<file path="config.mk">
export PLATFORM = sky130hd
export DESIGN_NAME = seg_scan_driver
export DESIGN_NICKNAME = d
export VERILOG_FILES = /design/src/rtl/seg_pkg.sv /design/src/rtl/seg_scan_driver_edge_sync.sv /design/src/rtl/seg_scan_driver.sv
export SDC_FILE = /design/constraint.sdc
export NUM_CORES = 1
export LEC_CHECK = 0
export BUFFER_PORTS_ARGS = -buffer_cell sky130_fd_sc_hd__buf_2
export CAP_MARGIN = 20
export CORE_UTILIZATION = 33
export CTS_CLUSTER_SIZE = 24
export DETAILED_ROUTE_END_ITERATION = 6
export GPL_ROUTABILITY_DRIVEN = 1
export PLACE_DENSITY_LB_ADDON = 0.12
export SYNTH_ARGS = -nofsm -noshare
export SYNTH_HDL_FRONTEND = slang
export SYNTH_SLANG_ARGS = --single-unit
</file>
<file path="constraint.sdc">
create_clock -name CLK -period 3.1 [get_ports CLK]
set_input_delay 0.62 -clock CLK [delete_from_list [all_inputs] [get_ports CLK]]
set_output_delay 0.62 -clock CLK [all_outputs]
set_load 0.005 [all_outputs]
</file>
<file path="src/rtl/seg_pkg.sv">
// Shared constants for the seven-segment scan driver: segment codes and
// active-low polarity levels.
package seg_pkg;

    localparam logic [6:0] SEG_OFF = 7'h7F;
    localparam logic       AN_ON   = 1'b0;
    localparam logic       AN_OFF  = 1'b1;
    localparam logic       DP_ON   = 1'b0;
    localparam logic       DP_OFF  = 1'b1;

    // Entry n is the active-low pattern {g,f,e,d,c,b,a} for hex digit n.
    localparam logic [15:0][6:0] SEG_LUT = {
        7'h0E, 7'h06, 7'h21, 7'h46, 7'h03, 7'h08, 7'h10, 7'h00,
        7'h78, 7'h02, 7'h12, 7'h19, 7'h30, 7'h24, 7'h79, 7'h40
    };

    function automatic logic [6:0] hex_to_seg(input logic [3:0] nib);
        return SEG_LUT[nib];
    endfunction

endpackage

</file>
<file path="src/rtl/seg_scan_driver_edge_sync.sv">
// Two-flop synchroniser followed by a rising-edge detector; rise is high for
// one CLK cycle per rising edge of the asynchronous input d.
module edge_sync (
    input  logic CLK,
    input  logic RST,
    input  logic d,
    output logic rise
);

    logic s1_q, s2_q, prev_q;

    always_ff @(posedge CLK) begin
        if (!RST) begin
            s1_q   <= 1'b0;
            s2_q   <= 1'b0;
            prev_q <= 1'b0;
        end else begin
            s1_q   <= d;
            s2_q   <= s1_q;
            prev_q <= s2_q;
        end
    end

    assign rise = s2_q & ~prev_q;

endmodule

</file>
<file path="src/rtl/seg_scan_driver.sv">
// Time-multiplexed seven-segment driver with per-frame value snapshot.
// Optional leading-zero blanking is enabled by defining SEG_LEADING_ZERO_BLANK_EN.
module seg_scan_driver
    import seg_pkg::*;
#(
    parameter int DIGITS = 4
) (
    input  logic                        CLK,
    input  logic                        RST,
    input  logic                        TICK_IN,
    input  logic [4*DIGITS-1:0]         VALUE,
    input  logic [DIGITS-1:0]           DP_IN,
    output logic [DIGITS-1:0]           AN,
    output logic [6:0]                  SEG,
    output logic                        DP,
    output logic [$clog2(DIGITS)-1:0]   SCAN_IDX
);

    localparam int IDX_W = $clog2(DIGITS);
    localparam logic [IDX_W-1:0] LAST_IDX = IDX_W'(DIGITS - 1);

    logic                  tick;
    logic [IDX_W-1:0]      idx_q, idx_d;
    logic [4*DIGITS-1:0]   snap_val_q;
    logic [DIGITS-1:0]     snap_dp_q;
    logic [DIGITS-1:0]     an_q, an_d;
    logic [6:0]            seg_q, seg_d;
    logic                  dp_q, dp_d;
    logic                  wrap;
    logic [4*DIGITS-1:0]   cur_val;
    logic [DIGITS-1:0]     cur_dp;
    logic [3:0]            nib;
    logic                  dp_bit;
    logic                  blank;

    edge_sync u_tick_sync (
        .CLK  (CLK),
        .RST  (RST),
        .d    (TICK_IN),
        .rise (tick)
    );

    // On the wrap tick digit 0 is decoded from the live inputs, so the new
    // frame starts from the same data the snapshot is about to capture.
    assign wrap    = (idx_q == LAST_IDX);
    assign idx_d   = wrap ? '0 : idx_q + IDX_W'(1);
    assign cur_val = wrap ? VALUE : snap_val_q;
    assign cur_dp  = wrap ? DP_IN : snap_dp_q;
    assign nib     = cur_val[{idx_d, 2'b00} +: 4];
    assign dp_bit  = cur_dp[idx_d];

`ifdef SEG_LEADING_ZERO_BLANK_EN
    logic upper_zero;

    always_comb begin
        upper_zero = 1'b1;
        for (int j = 0; j < DIGITS; j++) begin
            if (j >= int'(idx_d) && cur_val[4*j +: 4] != 4'h0)
                upper_zero = 1'b0;
        end
        blank = (idx_d != '0) && upper_zero && !dp_bit;
    end
`else
    assign blank = 1'b0;
`endif

    always_comb begin
        an_d = {DIGITS{AN_OFF}};
        if (!blank)
            an_d[idx_d] = AN_ON;
        seg_d = blank ? SEG_OFF : hex_to_seg(nib);
        dp_d  = (blank || !dp_bit) ? DP_OFF : DP_ON;
    end

    always_ff @(posedge CLK) begin
        if (!RST) begin
            idx_q      <= LAST_IDX;
            snap_val_q <= '0;
            snap_dp_q  <= '0;
            an_q       <= {DIGITS{AN_OFF}};
            seg_q      <= SEG_OFF;
            dp_q       <= DP_OFF;
        end else if (tick) begin
            idx_q <= idx_d;
            if (wrap) begin
                snap_val_q <= VALUE;
                snap_dp_q  <= DP_IN;
            end
            an_q  <= an_d;
            seg_q <= seg_d;
            dp_q  <= dp_d;
        end
    end

    assign AN       = an_q;
    assign SEG      = seg_q;
    assign DP       = dp_q;
    assign SCAN_IDX = idx_q;

endmodule
</file>
* After elaboration in Yosys (flattened, before gate mapping)
Memory sizes are Yosys's and may differ from the RTL's. A register that Yosys moved wholly into a read port is not among the register bits.
Index checks and enable logic that the tools add are counted.
** Word-level totals
- Flip-flop bits (word level) :: 30
- Bits in latches :: 0
- RAM bits :: 0
- ROM bits :: 112
- Output and inout port bits :: 14
- Logic and storage cells :: 27
- Memories kept :: 1
** Cells by class
- Add/sub/neg operators :: 1
- Multipliers :: 0
- Divide/modulo/power cells :: 0
- Order comparisons :: 2
- Equal/unequal tests :: 1
- Shifts and indexed selects :: 1
- Mux-type cells :: 8
- Bitwise logic cells :: 3
- Reduce and logical (&&, ||, !) cells :: 2
** Memories
- (name not given) :: depth 16, bits a word 7, rd ports 1, clocked after memory_dff 1, wr ports 0, RTL line seg_pkg.sv:18 : return SEG_LUT[nib];
** Operators with widths (number)
- $mux 16 :: 1
- $shiftx 16x5->4 :: 1
- $mux 4 :: 1
- $not 4->4 :: 1
- $lt 2x3->1 const B :: 1
- $mux 1 :: 3
- $add 2x1->2 const B :: 1
- $bmux 1 s2 :: 1
- $demux 1 s2 :: 1
- $eq 2x2->1 const B :: 1
- $ge 2x1->1 const B :: 1
- $mux 2 :: 1
- $and 1x1->1 :: 1
- $logic_and 1x1->1 :: 1
- $logic_not 1->1 :: 1
- $not 1->1 :: 1

* Depth between registers and ports, before layout
- Depth in word-level cells :: 7
- Gate-level depth with buffers :: 11

* Cells and area by module
A second synthesis with hierarchy kept.
** Unflattened totals
- Cells, all modules :: 214
- Area, all modules :: 1915.6 um^2
** Modules (own cells, without submodules)
- seg_scan_driver :: times used 1, cells an instance 207, area an instance 1823.0 um^2, sequential area each 680.7 um^2
- edge_sync :: times used 1, cells an instance 7, area an instance 92.6 um^2, sequential area each 60.1 um^2

* Worst setup path before layout
OpenSTA, ideal clock, no wires.
- Kind :: register to register
- Start point :: register idx_q[0] (netlist: SCAN_IDX[0])
- End point :: register seg_q[1] (netlist: SEG[1])
- Arrival :: 2.755 ns
- Path slack :: 0.204 ns
- Cell stages (with the launch flop) :: 12
- Path buffers :: 2
- Period minus slack after synthesis :: 2.896 ns
- Path through :: dfxtp_1 -> buf_2 -> inv_1 -> ha_1 -> clkbuf_1 -> mux4_2 -> inv_1 -> ha_1 -> mux2i_1 -> mux2i_1 -> nand2_1 -> a41oi_1
** Between the ends
- Cells in the longest elaborated chain, start to end :: 3
- Elaborated cells between the ends (all ways) :: 5
** RTL lines
- from (decl) :: RTL line seg_scan_driver.sv:23 : logic [IDX_W-1:0] idx_q, idx_d;
- from (signal assigned) :: RTL line seg_scan_driver.sv:84 : idx_q <= idx_d;
- $add 2x1->2 or $eq 2x2->1 (tied branches) :: RTL line seg_scan_driver.sv:46, seg_scan_driver.sv:45
- $mux 2 * :: RTL line seg_scan_driver.sv:46 : assign idx_d = wrap ? '0 : idx_q + IDX_W'(1);
- via idx_d[1] :: RTL line seg_scan_driver.sv:23
- $shiftx 16x5->4 * :: RTL line seg_scan_driver.sv:49 : assign nib = cur_val[{idx_d, 2'b00} +: 4];
- to (decl) :: RTL line seg_scan_driver.sv:27 : logic [6:0] seg_q, seg_d;
Mark *: on every way through the listed nets, which the timed path passes. The rest lies on a longest branch.
A chain may end at the register's enable or synchronous reset.

* Worst setup path in the final report
- Start point :: register idx_q[0] (netlist: SCAN_IDX[0])
- End point :: register seg_q[1] (netlist: SEG[1])
** Between the ends
- Cells in the longest elaborated chain, start to end :: 3
- Elaborated cells between the ends (all ways) :: 5
** RTL lines (RTL line)
- $add 2x1->2 or $eq 2x2->1 (tied branches) :: seg_scan_driver.sv:46, seg_scan_driver.sv:45
- $mux 2 or $mux 16 (tied branches)
- $shiftx 16x5->4 * :: seg_scan_driver.sv:49
Mark *: on every way between the ends. The rest lies on a longest branch, timed or not.

==> flow_summary.toml <==
[clock_tree]
cts_sinks = 37
clockRootBuffer = "clkbuf_8"
path_clk_slew_ns = 0.07
clk_path_buf_depth = 2
htree_levels = 2
hold_buffers = 0
ctsResizeCount = 0
cts_setup_buffers = 0
numCtsBuffers = 5
cts_tree = "built"
clk_latency_ns = 0.29

[place]
place.gp.congestion = 0.7286
dp_slack_ns = 0.5353
post-place-cells = 315
portBuffers = 36
hpwl_um = 2865

[die]
ios = 37
core_sq_um = 5540
die_area_sq_um = 6082
die_w_um = 77.99
die_h_um = 77.99
placementRows = 27
floorplan.initialDensity_pct = 34.39

[critical_path]
path_max_fanout = 15
criticalPathCategory = "reg -> reg"
crit_path_frequent_cell = "mux2i_1"
crit_slowest_cell = "mux4_2"
crit_chain = "buf_4 > mux2_2 > mux4_2 > inv_1 > ha_1 > mux2i_1 > mux2i_1 > nand2_1 > a41oi_1"
cp.required_ns = 3.23
arrival_ns = 2.65
cpPeakStageDelay_ns = 0.55
end_kind = "flop"
critPathLaunchType = "flop"

[timing]
rsz0062_at_grt = "false"
setup_ws_ns = 0.5786
relSlewSlack_pct = 53.56
fin_crit_ns = 2.521
period_share_pct = 81.34
setup_viol = 0
worstMarginPinSlew_ns = 0.6948
final_hold_viol_count = 0
holdWs_ns = 0.4351
tns_ns = 0
fin_worst_skew_ns = 0.009057
drv_slew = 0
max_freq_ghz = 0.3966

[detailed_routing]
wl_per_cell_um = 12.42
viasPerCell = 4.709
drc = 0
drtIter0Drc = 90
dr.pass1.iters = 4
vias = 1521
ant_nets = 0
drt_wl_total_um = 4012

[run_status]
status = "complete, no violations"

[global_route]
overflow = 0
grt_pass1_wl_um = 6982
antenna_found_initial = 0
grt_max_degree = 39
grt_pass1_vias = 1500
grt_use_total_pct = 14.76

[layout]
nFillCells = 601
area_growth_pct = 17.27
antennaDiodeCount = 0
fin_cells = 323
nets = 284
layout-drive-gt1-share_pct = 24.30

[logic_synthesis]
synth_cell_types = 34
seq_area_frac_synth_pct = 38.87
synth_nets = 250
synth_area_leaders = "dfxtp_1 39%, nand2_1 12%, a21boi_0 7.9%"
yosys.area.top_type = "dfxtp_1"
syn_area_sq_um = 1906
ys_warn_count = 0
synth.avg_cell_area_sq_um = 8.822
synthCells = 216
synth_seq_cells = 37
synth.top_cell.area_share_pct = 38.87

[power_and_ir_drop]
irDropWorstVdd_mv = 0.2059
power_leakage_nw = 0.9275
powerDensity_nw_per_um2 = 458.7

[worst_hold_path]
min_path_type = "reg -> reg"

[run]
maxCapViolations = 0
-- worst paths after layout --
check                           to  slack (ns)             start  cells after the start
setup / recovery            SEG[1]        0.58       SCAN_IDX[0]                      9
hold / removal    u_tick_sync.s2_q        0.44  u_tick_sync.s1_q                      1
setup reg to reg            SEG[1]        0.58       SCAN_IDX[0]                      9
hold reg to reg   u_tick_sync.s2_q        0.44  u_tick_sync.s1_q                      1
-- logic make-up after synthesis --
kind of cell,count (synthesis),synth area share [%]
compound gates,44,17.47
fa+ha+maj,11,7.222
flops,37,38.87
simple gates,82,17.92
xor+xnor,1,0.4597
mux,21,13.66
buf+inv,20,4.399
-- registers in the layout, indices dropped and copies added (netlist names) --
register and flops:
u_tick_sync.prev_q 1, SEG 7, AN 4, SCAN_IDX 2
snap_dp_q 4, snap_val_q 16, u_tick_sync.s1_q 1, DP 1
u_tick_sync.s2_q 1
-- Yosys cell counts, drive strengths merged --
master	count
and2	4
nand2b	2
a221oi	1
buf	2
o22ai	1
a21oi	1
inv	5
nor3b	1
mux2	10
a2bb2oi	1
dfxtp	37
o311ai	2
clkbuf	12
o31ai	1
nor3	4
o211ai	6
a21boi	20
o22a	2
xnor2	1
o2111ai	1
a31oi	2
a41oi	1
nor2	5
nor2b	2
o21ai	4
o211a	1
mux2i	8
nand4	2
ha	11
clkinv	1
mux4	3
nand2	62
-- worst max-delay path, delay by kind of cell, from the launching register on --
kind | cells | cell delay, ns
buf+inv | 2 | 0.38
mux | 4 | 1.16
fa+ha+maj | 1 | 0.28
simple gates | 1 | 0.07
flops | 1 | 0.38
compound gates | 1 | 0.11
-- cell usage in the layout, fill, tap and decap left out, types with 2 or more instances in the layout --
cell type	count
and2_1	4
clkbuf_8	5
nand2b_1	2
o311ai_0	2
nor2_1	5
buf_2	36
mux2i_1	8
mux4_2	3
o21ai_0	4
mux2_2	9
o22a_1	2
clkinv_2	2
nor2b_1	2
nand2_1	62
inv_1	5
o211ai_1	6
ha_1	11
buf_4	5
a31oi_1	2
nor3_1	4
dfxtp_1	37
nand4_1	2
a21boi_0	20
-- power breakdown --
part	internal [mW]	total, mW	leakage (nW)	switching, mW
registers	0.495	0.505	0.302	0.00965
clock network	0.156	0.321	0.0450	0.165
logic	0.0892	0.199	0.581	0.110
total	0.740	1.03	0.928	0.285
-- cell type report --
| class | count | area, sq um | share of cell area (%) |
|---|---|---|---|
| clock buffers | 6 | 72.57 | 3.247 |
| clock inverters | 2 | 10.01 | 0.4479 |
| inverters | 6 | 22.52 | 1.008 |
| multi-input cells | 159 | 1081 | 48.38 |
| flip-flops and latches | 37 | 740.7 | 33.15 |
| well taps | 72 | 90.09 | 4.031 |
| repair buffers | 41 | 217.7 | 9.742 |
-- per-layer routing --
metal / vias to the layer above / wire length [um] / share of wire [%] / track usage, %
li1: 805 / - / - / -
met1: 681 / 1967 / 49 / 19.03
met2: 30 / 1860 / 46 / 23.81
met3: 5 / 133 / 3.3 / 3.529
met4: 0 / 50 / 1.2 / 5.556
met5: - / 0 / 0 / 0
-- through the flow --
stage	power (mW)	cell area (sq um)	util [%]
final	1.025	2235	40.33
after CTS	1.040	2235	40.33
after detailed placement	0.7174	2152	38.84
after floorplan	0.6590	1906	-
after global routing	1.091	2235	40.33
after global placement	0.7177	2152	38.84
(Power assumes the default switching activity.)
